**config.mk**
```make
export PLATFORM = sky130hd
export DESIGN_NAME = mem_access_flat
export DESIGN_NICKNAME = d
export VERILOG_FILES = /design/src/rtl/mem_pkg.sv /design/src/rtl/mem_access_if.sv /design/src/rtl/store_align.sv /design/src/rtl/mem_access.sv /design/src/flat_wrapper.sv
export SDC_FILE = /design/constraint.sdc
export NUM_CORES = 1
export LEC_CHECK = 0
export ABC_AREA = 1
export CORE_MARGIN = 3
export CORE_UTILIZATION = 47
export DETAILED_ROUTE_END_ITERATION = 6
export HOLD_SLACK_MARGIN = 0.02
export PLACE_DENSITY = 0.8
export SLEW_MARGIN = 20
export SYNTH_ARGS = -nofsm -noshare
export SYNTH_HDL_FRONTEND = slang
export SYNTH_SLANG_ARGS = --single-unit
```
**constraint.sdc**
```tcl
create_clock -name clk -period 7.74 [get_ports clk]
set_input_delay 1.548 -clock clk [delete_from_list [all_inputs] [get_ports clk]]
set_output_delay 1.548 -clock clk [all_outputs]
set_load 0.01 [all_outputs]
```
**src/rtl/mem_pkg.sv**
```systemverilog
// Shared opcode constants, FSM state encoding and access-classification helpers
// for the memory-access stage and its store formatter.
package mem_pkg;

  localparam logic [5:0] OP_LB  = 6'b001010;
  localparam logic [5:0] OP_LH  = 6'b001011;
  localparam logic [5:0] OP_LW  = 6'b001100;
  localparam logic [5:0] OP_LBU = 6'b001101;
  localparam logic [5:0] OP_LHU = 6'b001110;
  localparam logic [5:0] OP_SB  = 6'b001111;
  localparam logic [5:0] OP_SH  = 6'b010000;
  localparam logic [5:0] OP_SW  = 6'b010001;

  typedef enum logic [1:0] {
    S_IDLE,
    S_ACCESS,
    S_RESP
  } state_t;

  typedef enum logic [1:0] {
    SZ_NONE,
    SZ_BYTE,
    SZ_HALF,
    SZ_WORD
  } acc_size_t;

  function automatic logic is_load(input logic [5:0] op);
    return op inside {OP_LB, OP_LH, OP_LW, OP_LBU, OP_LHU};
  endfunction

  function automatic logic is_store(input logic [5:0] op);
    return op inside {OP_SB, OP_SH, OP_SW};
  endfunction

  function automatic acc_size_t access_size(input logic [5:0] op);
    acc_size_t sz;
    case (op)
      OP_LB, OP_LBU, OP_SB: sz = SZ_BYTE;
      OP_LH, OP_LHU, OP_SH: sz = SZ_HALF;
      OP_LW, OP_SW:         sz = SZ_WORD;
      default:              sz = SZ_NONE;
    endcase
    return sz;
  endfunction

endpackage

```
**src/rtl/mem_access_if.sv**
```systemverilog
// Execute-side, data-memory and write-back signals of the memory-access stage.
// master is the stage itself; slave is the surrounding pipeline and memory.
interface mem_access_if;
  logic        in_valid;
  logic        in_ready;
  logic [5:0]  in_op;
  logic [31:0] in_addr;
  logic [31:0] in_wdata;

  logic        dreq;
  logic        dwe;
  logic [31:0] daddr;
  logic [31:0] dwdata;
  logic [3:0]  dbe;
  logic        dack;
  logic [31:0] drdata;

  logic        out_valid;
  logic [5:0]  out_op;
  logic [31:0] out_addr;
  logic [31:0] out_rdata;
  logic        out_misaligned;
  logic        out_timeout;

  modport master (
    input  in_valid, in_op, in_addr, in_wdata, dack, drdata,
    output in_ready, dreq, dwe, daddr, dwdata, dbe,
           out_valid, out_op, out_addr, out_rdata, out_misaligned, out_timeout
  );

  modport slave (
    output in_valid, in_op, in_addr, in_wdata, dack, drdata,
    input  in_ready, dreq, dwe, daddr, dwdata, dbe,
           out_valid, out_op, out_addr, out_rdata, out_misaligned, out_timeout
  );
endinterface

```
**src/rtl/store_align.sv**
```systemverilog
// Combinational store formatter: lane-replicates write data, builds byte enables
// and flags misaligned half/word accesses. Loads and other ops yield zero enables.
module store_align
  import mem_pkg::*;
(
  input  logic [5:0]  op,
  input  logic [1:0]  addr_lo,
  input  logic [31:0] wdata,
  output logic [31:0] dwdata,
  output logic [3:0]  dbe,
  output logic        misaligned
);

  acc_size_t sz;

  always_comb begin
    sz         = access_size(op);
    dwdata     = '0;
    dbe        = '0;
    misaligned = 1'b0;

    case (sz)
      SZ_HALF: misaligned = addr_lo[0];
      SZ_WORD: misaligned = |addr_lo;
      default: misaligned = 1'b0;
    endcase

    if (is_store(op)) begin
      case (sz)
        SZ_BYTE: begin
          dwdata = {4{wdata[7:0]}};
          dbe    = 4'b0001 << addr_lo;
        end
        SZ_HALF: begin
          dwdata = {2{wdata[15:0]}};
          dbe    = addr_lo[1] ? 4'b1100 : 4'b0011;
        end
        SZ_WORD: begin
          dwdata = wdata;
          dbe    = '1;
        end
        default: ;
      endcase
    end
  end

endmodule

```
**src/rtl/mem_access.sv**
```systemverilog
// Memory-access pipeline stage: issues one aligned data-memory access at a time
// over a req/ack handshake with timeout, and returns a one-cycle result pulse.
module mem_access
  import mem_pkg::*;
#(
  parameter int TIMEOUT = 16,
  parameter int TW      = 5
) (
  input  logic         clk,
  input  logic         rst,
  mem_access_if.master bus
);

  state_t          state;
  logic [TW-1:0]   cnt;
  logic [5:0]      op_q;
  logic [31:0]     addr_q;

  logic [31:0]     al_wdata;
  logic [3:0]      al_be;
  logic            al_mis;
  logic            mem_op;

  store_align u_align (
    .op         (bus.in_op),
    .addr_lo    (bus.in_addr[1:0]),
    .wdata      (bus.in_wdata),
    .dwdata     (al_wdata),
    .dbe        (al_be),
    .misaligned (al_mis)
  );

  always_comb begin
    mem_op = is_load(bus.in_op) || is_store(bus.in_op);
  end

  // Result fields are loaded only on the edge entering RESP so they hold until the next one.
  always_ff @(posedge clk or posedge rst) begin
    if (rst) begin
      state              <= S_IDLE;
      cnt                <= '0;
      op_q               <= '0;
      addr_q             <= '0;
      bus.in_ready       <= 1'b1;
      bus.dreq           <= 1'b0;
      bus.dwe            <= 1'b0;
      bus.daddr          <= '0;
      bus.dwdata         <= '0;
      bus.dbe            <= '0;
      bus.out_valid      <= 1'b0;
      bus.out_op         <= '0;
      bus.out_addr       <= '0;
      bus.out_rdata      <= '0;
      bus.out_misaligned <= 1'b0;
      bus.out_timeout    <= 1'b0;
    end else begin
      case (state)
        S_IDLE: begin
          if (bus.in_valid) begin
            op_q         <= bus.in_op;
            addr_q       <= bus.in_addr;
            bus.in_ready <= 1'b0;
            if (mem_op && !al_mis) begin
              state      <= S_ACCESS;
              cnt        <= '0;
              bus.dreq   <= 1'b1;
              bus.dwe    <= is_store(bus.in_op);
              bus.daddr  <= {bus.in_addr[31:2], 2'b00};
              bus.dwdata <= al_wdata;
              bus.dbe    <= al_be;
            end else begin
              state              <= S_RESP;
              bus.out_valid      <= 1'b1;
              bus.out_op         <= bus.in_op;
              bus.out_addr       <= bus.in_addr;
              bus.out_rdata      <= '0;
              bus.out_misaligned <= al_mis;
              bus.out_timeout    <= 1'b0;
            end
          end
        end

        S_ACCESS: begin
          // An ack on the timeout edge still wins: check dack before the counter.
          if (bus.dack) begin
            state              <= S_RESP;
            bus.dreq           <= 1'b0;
            bus.dwe            <= 1'b0;
            bus.out_valid      <= 1'b1;
            bus.out_op         <= op_q;
            bus.out_addr       <= addr_q;
            bus.out_rdata      <= is_load(op_q) ? bus.drdata : '0;
            bus.out_misaligned <= 1'b0;
            bus.out_timeout    <= 1'b0;
          end else if (cnt == TW'(TIMEOUT - 1)) begin
            state              <= S_RESP;
            bus.dreq           <= 1'b0;
            bus.dwe            <= 1'b0;
            bus.out_valid      <= 1'b1;
            bus.out_op         <= op_q;
            bus.out_addr       <= addr_q;
            bus.out_rdata      <= '0;
            bus.out_misaligned <= 1'b0;
            bus.out_timeout    <= 1'b1;
          end else begin
            cnt <= cnt + 1'b1;
          end
        end

        S_RESP: begin
          state         <= S_IDLE;
          bus.out_valid <= 1'b0;
          bus.in_ready  <= 1'b1;
        end

        default: begin
          state         <= S_IDLE;
          bus.dreq      <= 1'b0;
          bus.out_valid <= 1'b0;
          bus.in_ready  <= 1'b1;
        end
      endcase
    end
  end

endmodule

```
**src/flat_wrapper.sv**
```systemverilog
// flat-port wrapper written by rule: the top's interface ports become plain ports
module mem_access_flat import mem_pkg::*;
#(
  parameter int TIMEOUT = 16,
  parameter int TW      = 5
)
  (clk, rst, bus_in_valid, bus_in_op, bus_in_addr, bus_in_wdata, bus_dack, bus_drdata, bus_in_ready, bus_dreq, bus_dwe, bus_daddr, bus_dwdata, bus_dbe, bus_out_valid, bus_out_op, bus_out_addr, bus_out_rdata, bus_out_misaligned, bus_out_timeout);
  mem_access_if bus_i ();
  input  logic clk;
  input  logic rst;
  input wire logic [$bits(bus_i.in_valid)-1:0] bus_in_valid;
  input wire logic [$bits(bus_i.in_op)-1:0] bus_in_op;
  input wire logic [$bits(bus_i.in_addr)-1:0] bus_in_addr;
  input wire logic [$bits(bus_i.in_wdata)-1:0] bus_in_wdata;
  input wire logic [$bits(bus_i.dack)-1:0] bus_dack;
  input wire logic [$bits(bus_i.drdata)-1:0] bus_drdata;
  output wire logic [$bits(bus_i.in_ready)-1:0] bus_in_ready;
  output wire logic [$bits(bus_i.dreq)-1:0] bus_dreq;
  output wire logic [$bits(bus_i.dwe)-1:0] bus_dwe;
  output wire logic [$bits(bus_i.daddr)-1:0] bus_daddr;
  output wire logic [$bits(bus_i.dwdata)-1:0] bus_dwdata;
  output wire logic [$bits(bus_i.dbe)-1:0] bus_dbe;
  output wire logic [$bits(bus_i.out_valid)-1:0] bus_out_valid;
  output wire logic [$bits(bus_i.out_op)-1:0] bus_out_op;
  output wire logic [$bits(bus_i.out_addr)-1:0] bus_out_addr;
  output wire logic [$bits(bus_i.out_rdata)-1:0] bus_out_rdata;
  output wire logic [$bits(bus_i.out_misaligned)-1:0] bus_out_misaligned;
  output wire logic [$bits(bus_i.out_timeout)-1:0] bus_out_timeout;
  assign bus_i.in_valid = bus_in_valid;
  assign bus_i.in_op = bus_in_op;
  assign bus_i.in_addr = bus_in_addr;
  assign bus_i.in_wdata = bus_in_wdata;
  assign bus_i.dack = bus_dack;
  assign bus_i.drdata = bus_drdata;
  assign bus_in_ready = bus_i.in_ready;
  assign bus_dreq = bus_i.dreq;
  assign bus_dwe = bus_i.dwe;
  assign bus_daddr = bus_i.daddr;
  assign bus_dwdata = bus_i.dwdata;
  assign bus_dbe = bus_i.dbe;
  assign bus_out_valid = bus_i.out_valid;
  assign bus_out_op = bus_i.out_op;
  assign bus_out_addr = bus_i.out_addr;
  assign bus_out_rdata = bus_i.out_rdata;
  assign bus_out_misaligned = bus_i.out_misaligned;
  assign bus_out_timeout = bus_i.out_timeout;
  mem_access #(.TIMEOUT(TIMEOUT), .TW(TW)) u_core (.clk(clk), .rst(rst), .bus(bus_i));
endmodule
```
==> qor.yml, run 1 <==
status: "completed"
fin_nets: 1341
leakage_uw: 0.005500
crit_fanout: 54
rsz0062_at_grt: "no"
synth-edff-count: 0
synthAdderAreaFrac_pct: 0.3015
vias: 7477
first_global_vias: 7013
clockBufferDepth: 2
fp.dieH_um: 138.9
place_area_sq_mm: 0.01082
setup_viol: 0
p_per_area_mw_per_mm2: 302.5
overflow: 0
die-area_sq_mm: 0.01929
synth_top_area_cell: "dfrtp_1"
tns_ns: 0
fin_skew_ns: 0.009760
critPathRequiredTime_ns: 8.10
r2r_start: "u_core.state[1]"
yosysWarnings: 0
hp-start: "u_core.bus.out_addr[6]"
wl_per_cell_um: 15.45
io_buffer_count: 247
r2r-end: "u_core.bus.out_rdata[21]"
synth_top_family_by_area: "simple AND/OR/NAND/NOR gates"
max_cap_violations: 0
synth.avg_cell_area_sq_um: 8.136
row_count: 47
finalCritPeriodShare_pct: 60.73
floorplan.initialDensity_pct: 49.00
drt-pass1-iter-count: 5
end_kind: "register"
ant_nets: 0
cts_root_buf: "clkbuf_16"
reg2reg_depth: 11
slew_headroom_pct: 30.27
h-tree-depth: 4
synth.most_common_cell: "nand2_1"
drc: 0
synth_xor_area_share_pct: 0.1055
clock-sinks: 187
irDropWorstVdd_mv: 0.1673
yosys.area.top_type_share_pct: 56.08
r2r_setup_slack_ns: 4.01
fmax_mhz: 212.7
core-area_sq_mm: 0.01694
grt.total_usage_pct: 23.31
arrival_ns: 5.06
post-route-util_pct: 67.52
hold_depth: 2
cts-hold-fix-buffers: 0
post-cts-setup-buffers: 0
synthesis.area_sq_mm: 0.008299
yosysSeqAreaShare_pct: 56.40
grt_max_degree: 125
worst_slack_ns: 3.039
drive_gt1_share_pct: 4.334
cts_buffers: 17
critical_path_class: "input pin to register"
io_pins: 250
drt_wl_total_um: 22650
finalHoldViolCount: 0
crit_path_start_kind: "input pin"
hold_end: "u_core.bus.out_addr[6]"
gp_congestion: 0.8341
vias_per_cell: 5.100
cts_tree: "built"
synth_cells: 1020
synthTopCellsByCount: "nand2_1, dfrtp_1, o21ai_0, nand3_1, inv_1"
tightest_slew_ns: 1.043
final_cell_area_sq_mm: 0.01143
cts_resized: 0
synthMuxAreaShare_pct: 0
path_clk_slew_ns: 0.07
antenna_found_initial: 0
yosysUniqueCellTypes: 33
holdCritPathClass: "register to register"
die_x_um: 138.9
drtIter0Drc: 485
synth.area.top_cells: "dfrtp_1, nand2_1, o21ai_0"
synth_ff_type: "dfrtp_1"
preCtsSetupSlack_ns: 2.603
ys_seq_elements: 187
synth_compound_area_share_pct: 9.031
yosys.area_share.simple_pct: 27.45
n_antenna_cell: 0
final_max_slew_viol_count: 0
hpwl_um: 15460
grt_pass1_wl_um: 36670
layout_min_cycle_time_ns: 4.701
syn2layout_area_growth_pct: 37.78
synthArstFlopShare_pct: 100.0
clk_latency_ns: 0.42
-- routing by layer --
metal	part of all wire (%)	track usage, %	vias up	wire length, um
met1	44	32.32	3533	9987
li1	-	-	3681	-
met3	5.0	4.310	36	1131
met5	0	0	-	0
met4	2.7	8.548	0	614
met2	48	36.97	227	10920
-- layout by cell type, fill, tap and decap left out, drive strengths merged --
master         count
a21oi              5
o21ai            140
inv               64
conb               2
xor2               1
dfstp              1
buf                7
o211ai             1
and2               1
nor3b              1
ha                 2
nor3               2
nand2            429
o2111ai            1
clkdlybuf4s50    247
bufinv             3
dfrtp            186
o21a               1
nand3             99
clkinv             6
clkinvlp           3
nor2              19
nor4               1
nand4              5
clkbuf            19
-- kinds of logic (layout without fill, tap and decap cells) --
kind of cell | Yosys count | after routing
adders and majority gates | 2 | 2
xor gates and xnor gates | 1 | 1
buffers and inverters | 124 | 349
AOI/OAI and AO/OA | 148 | 148
other | 1 | 2
DFF | 187 | 187
and+or+nand+nor | 557 | 557
-- how the worst max path moves through the flow --
| stage | startpoint | endpoint | depth (start not counted) |
|---|---|---|---|
| finish | bus_in_op[3] | u_core.bus.out_addr[27] | 10 |
| global route | bus_in_op[1] | u_core.bus.out_rdata[31] | 11 |
| CTS | bus_in_op[1] | u_core.bus.out_addr[18] | 11 |
| detailed placement | bus_in_op[1] | u_core.bus.out_op[4] | 11 |
| global placement | bus_in_op[4] | u_core.bus.out_addr[31] | 10 |
| floorplan | rst | u_core.addr_q[0] | 1 |
-- layout make-up --
class	instances	area, sq um
multi-input cells	710	3100
clock buffers	19	442.9
fillers	1439	5502
repair buffers	254	2525
well taps	220	275.3
clock inverters	13	166.4
inverters	63	244.0
flip-flops and latches	187	4681
-- flip-flops by register name, indices dropped and copies added (netlist names) --
name,flops
u_core.op_q,6
u_core.bus.out_rdata,32
u_core.bus.dwdata,32
u_core.state,2
u_core.bus.out_timeout,1
u_core.bus.dwe,1
u_core.bus.out_op,6
u_core.bus.out_addr,32
u_core.bus.out_misaligned,1
u_core.bus.in_ready,1
u_core.bus.dreq,1
u_core.bus.out_valid,1
u_core.bus.dbe,4
u_core.bus.daddr,30
u_core.addr_q,32
u_core.cnt,5
-- report_power, final --
part | internal (uW) | switching [uW]
clock network | 520 | 378
logic | 532 | 617
registers | 1270 | 143
-- stage by stage --
step / hold WS, ns / power [uW] / instances
3_3_place_gp: 0.4536 / 2556 / 1434
3_5_place_dp: 0.4571 / 2584 / 1434
4_1_cts: 0.4737 / 3496 / 1466
2_1_floorplan: 0.4534 / 2000 / 1021
5_1_grt: 0.4880 / 3679 / 1466
6_report: 0.4683 / 3459 / 1466
-- worst max-delay path, cell delays in order --
cell and delay, ns:
clkdlybuf4s50_1 0.63, nor2_1 0.08, nand4_1 0.09, nand2_1 0.52, nand2_2 0.41, nand3_4 0.45
nand2_2 0.51, buf_4 0.55, nand2_1 0.12, nand2_1 0.08
(Power assumes the default switching activity.)
==> inputs of run 2 (changes only) <==
clock period = 4.6 ns   (was 7.74 ns; I/O delays follow)
==> run 2 against run 1 <==
Compared with the run above: count of clock-buffer cells in the layout is 4 higher; die area did not move; power rose by 68%; critical path type unchanged; largest cell class unchanged.
==> qor.yml, run 2 (synthesized netlist as in run 1, its figures left out) <==
status: "completed"
hpwl_um: 16020
setup_viol: 0
io_buffer_count: 247
die-area_sq_mm: 0.01929
drt_wl_total_um: 23160
syn2layout_area_growth_pct: 38.19
mostFrequentLayoutCells: "nand2_1, clkdlybuf4s50_1, dfrtp_1"
fp.dieH_um: 138.9
hp-start: "u_core.bus.out_rdata[14]"
crit_path_start_kind: "input pin"
holdCritPathClass: "register to register"
p_per_area_mw_per_mm2: 505.5
rsz0062_at_grt: "no"
cts_resized: 0
cts_root_buf: "clkbuf_16"
n_antenna_cell: 0
wl_per_cell_um: 15.72
seq_area_sq_mm: 0.004681
finalHoldViolCount: 0
row_count: 47
h-tree-depth: 4
reg2reg_depth: 12
end_kind: "register"
overflow: 0
num-fill-cells: 1387
tns_ns: 0
clockBufferDepth: 2
cts_tree: "built"
vias: 7529
vias_per_cell: 5.111
final_max_slew_viol_count: 0
cts_buffers: 17
ant_nets: 0
die_x_um: 138.9
drc: 0
slew_headroom_pct: 37.26
preCtsSetupSlack_ns: 0.9579
multi_input_area_sq_mm: 0.003098
final_common_cell: "nand2_1"
core-area_sq_mm: 0.01694
cts-hold-fix-buffers: 0
clock-sinks: 187
io_pins: 250
leakage_uw: 0.005519
grt_max_degree: 107
irDropWorstVdd_mv: 0.3479
drive_gt1_share_pct: 4.469
antenna_found_initial: 0
worst_slack_ns: 1.379
path_clk_slew_ns: 0.07
grt.total_usage_pct: 23.82
fmax_mhz: 310.5
floorplan.initialDensity_pct: 49.00
finalCritPeriodShare_pct: 70.02
tightest_slew_ns: 0.9400
arrival_ns: 3.53
crit_fanout: 56
fin_skew_ns: 0.008551
hold_end: "u_core.bus.out_rdata[14]"
grt_pass1_wl_um: 37660
layout_min_cycle_time_ns: 3.221
critical_path_class: "input pin to register"
gp_congestion: 0.9061
r2r_start: "u_core.cnt[0]"
drtIter0Drc: 613
r2r-end: "u_core.bus.out_rdata[23]"
first_global_vias: 7286
fin_nets: 1348
critPathRequiredTime_ns: 4.91
max_cap_violations: 0
clk_latency_ns: 0.42
r2r_setup_slack_ns: 1.92
post-cts-setup-buffers: 0
drt-pass1-iter-count: 5
hold_depth: 2
[run 2: worst max-delay path by stage]
stage / slack (ns) / to / startpoint / cells past startpoint
after floorplan: 1.27 / u_core.addr_q[0] / rst / 1
final: 1.38 / u_core.cnt[2] / bus_in_op[4] / 11
after detailed placement: 0.96 / u_core.cnt[2] / bus_in_op[4] / 11
after CTS: 1.38 / u_core.cnt[2] / bus_in_op[4] / 11
after global routing: 1.12 / u_core.cnt[2] / bus_in_op[4] / 11
after global placement: 1.11 / u_core.cnt[3] / bus_in_op[4] / 11
[run 2: where the power goes]
group          leakage (uW)  internal, uW  switching (uW)
logic               0.00281           918            1050
registers           0.00243          2140             254
clock network      0.000274           821             618
[run 2: worst max-delay path, cell delays in order]
cell and delay, ns:
clkdlybuf4s50_1 0.54, nor2_1 0.25, nand4_1 0.13, nand2_1 0.08, buf_4 0.29, nand2_2 0.18, nand3_4 0.42, buf_4 0.41
nand2_1 0.14, nand2_1 0.09, nand2_1 0.05
[run 2: area by class of cell]
cell class	count	share of cell area (%)
sequential	187	40.81
multi-input combinational	710	27.01
timing repair buffer	261	22.69
clock buffer	23	3.993
tap	220	2.400
inverter	63	2.095
clock inverter	9	0.9928
[run 2: per-layer routing]
layer / track usage (%) / part of all wire, % / up-vias
met2: 38.28 / 48 / 276
met5: 0 / 0 / -
met3: 3.931 / 5.2 / 49
li1: - / - / 3680
met4: 9.166 / 3.1 / 0
met1: 32.69 / 44 / 3524
[run 2: through the flow]
stage                     util [%]  power (uW)  hold slack [ns]  area, sq um  cells
after floorplan                  -        3366           0.4534         8307   1021
after global placement       64.34        4341           0.4528        10900   1441
after detailed placement     64.34        4394           0.4577        10900   1441
after CTS                    67.72        5842           0.4735        11470   1473
after global routing         67.72        6140           0.4892        11470   1473
final                        67.72        5797           0.4676        11470   1473
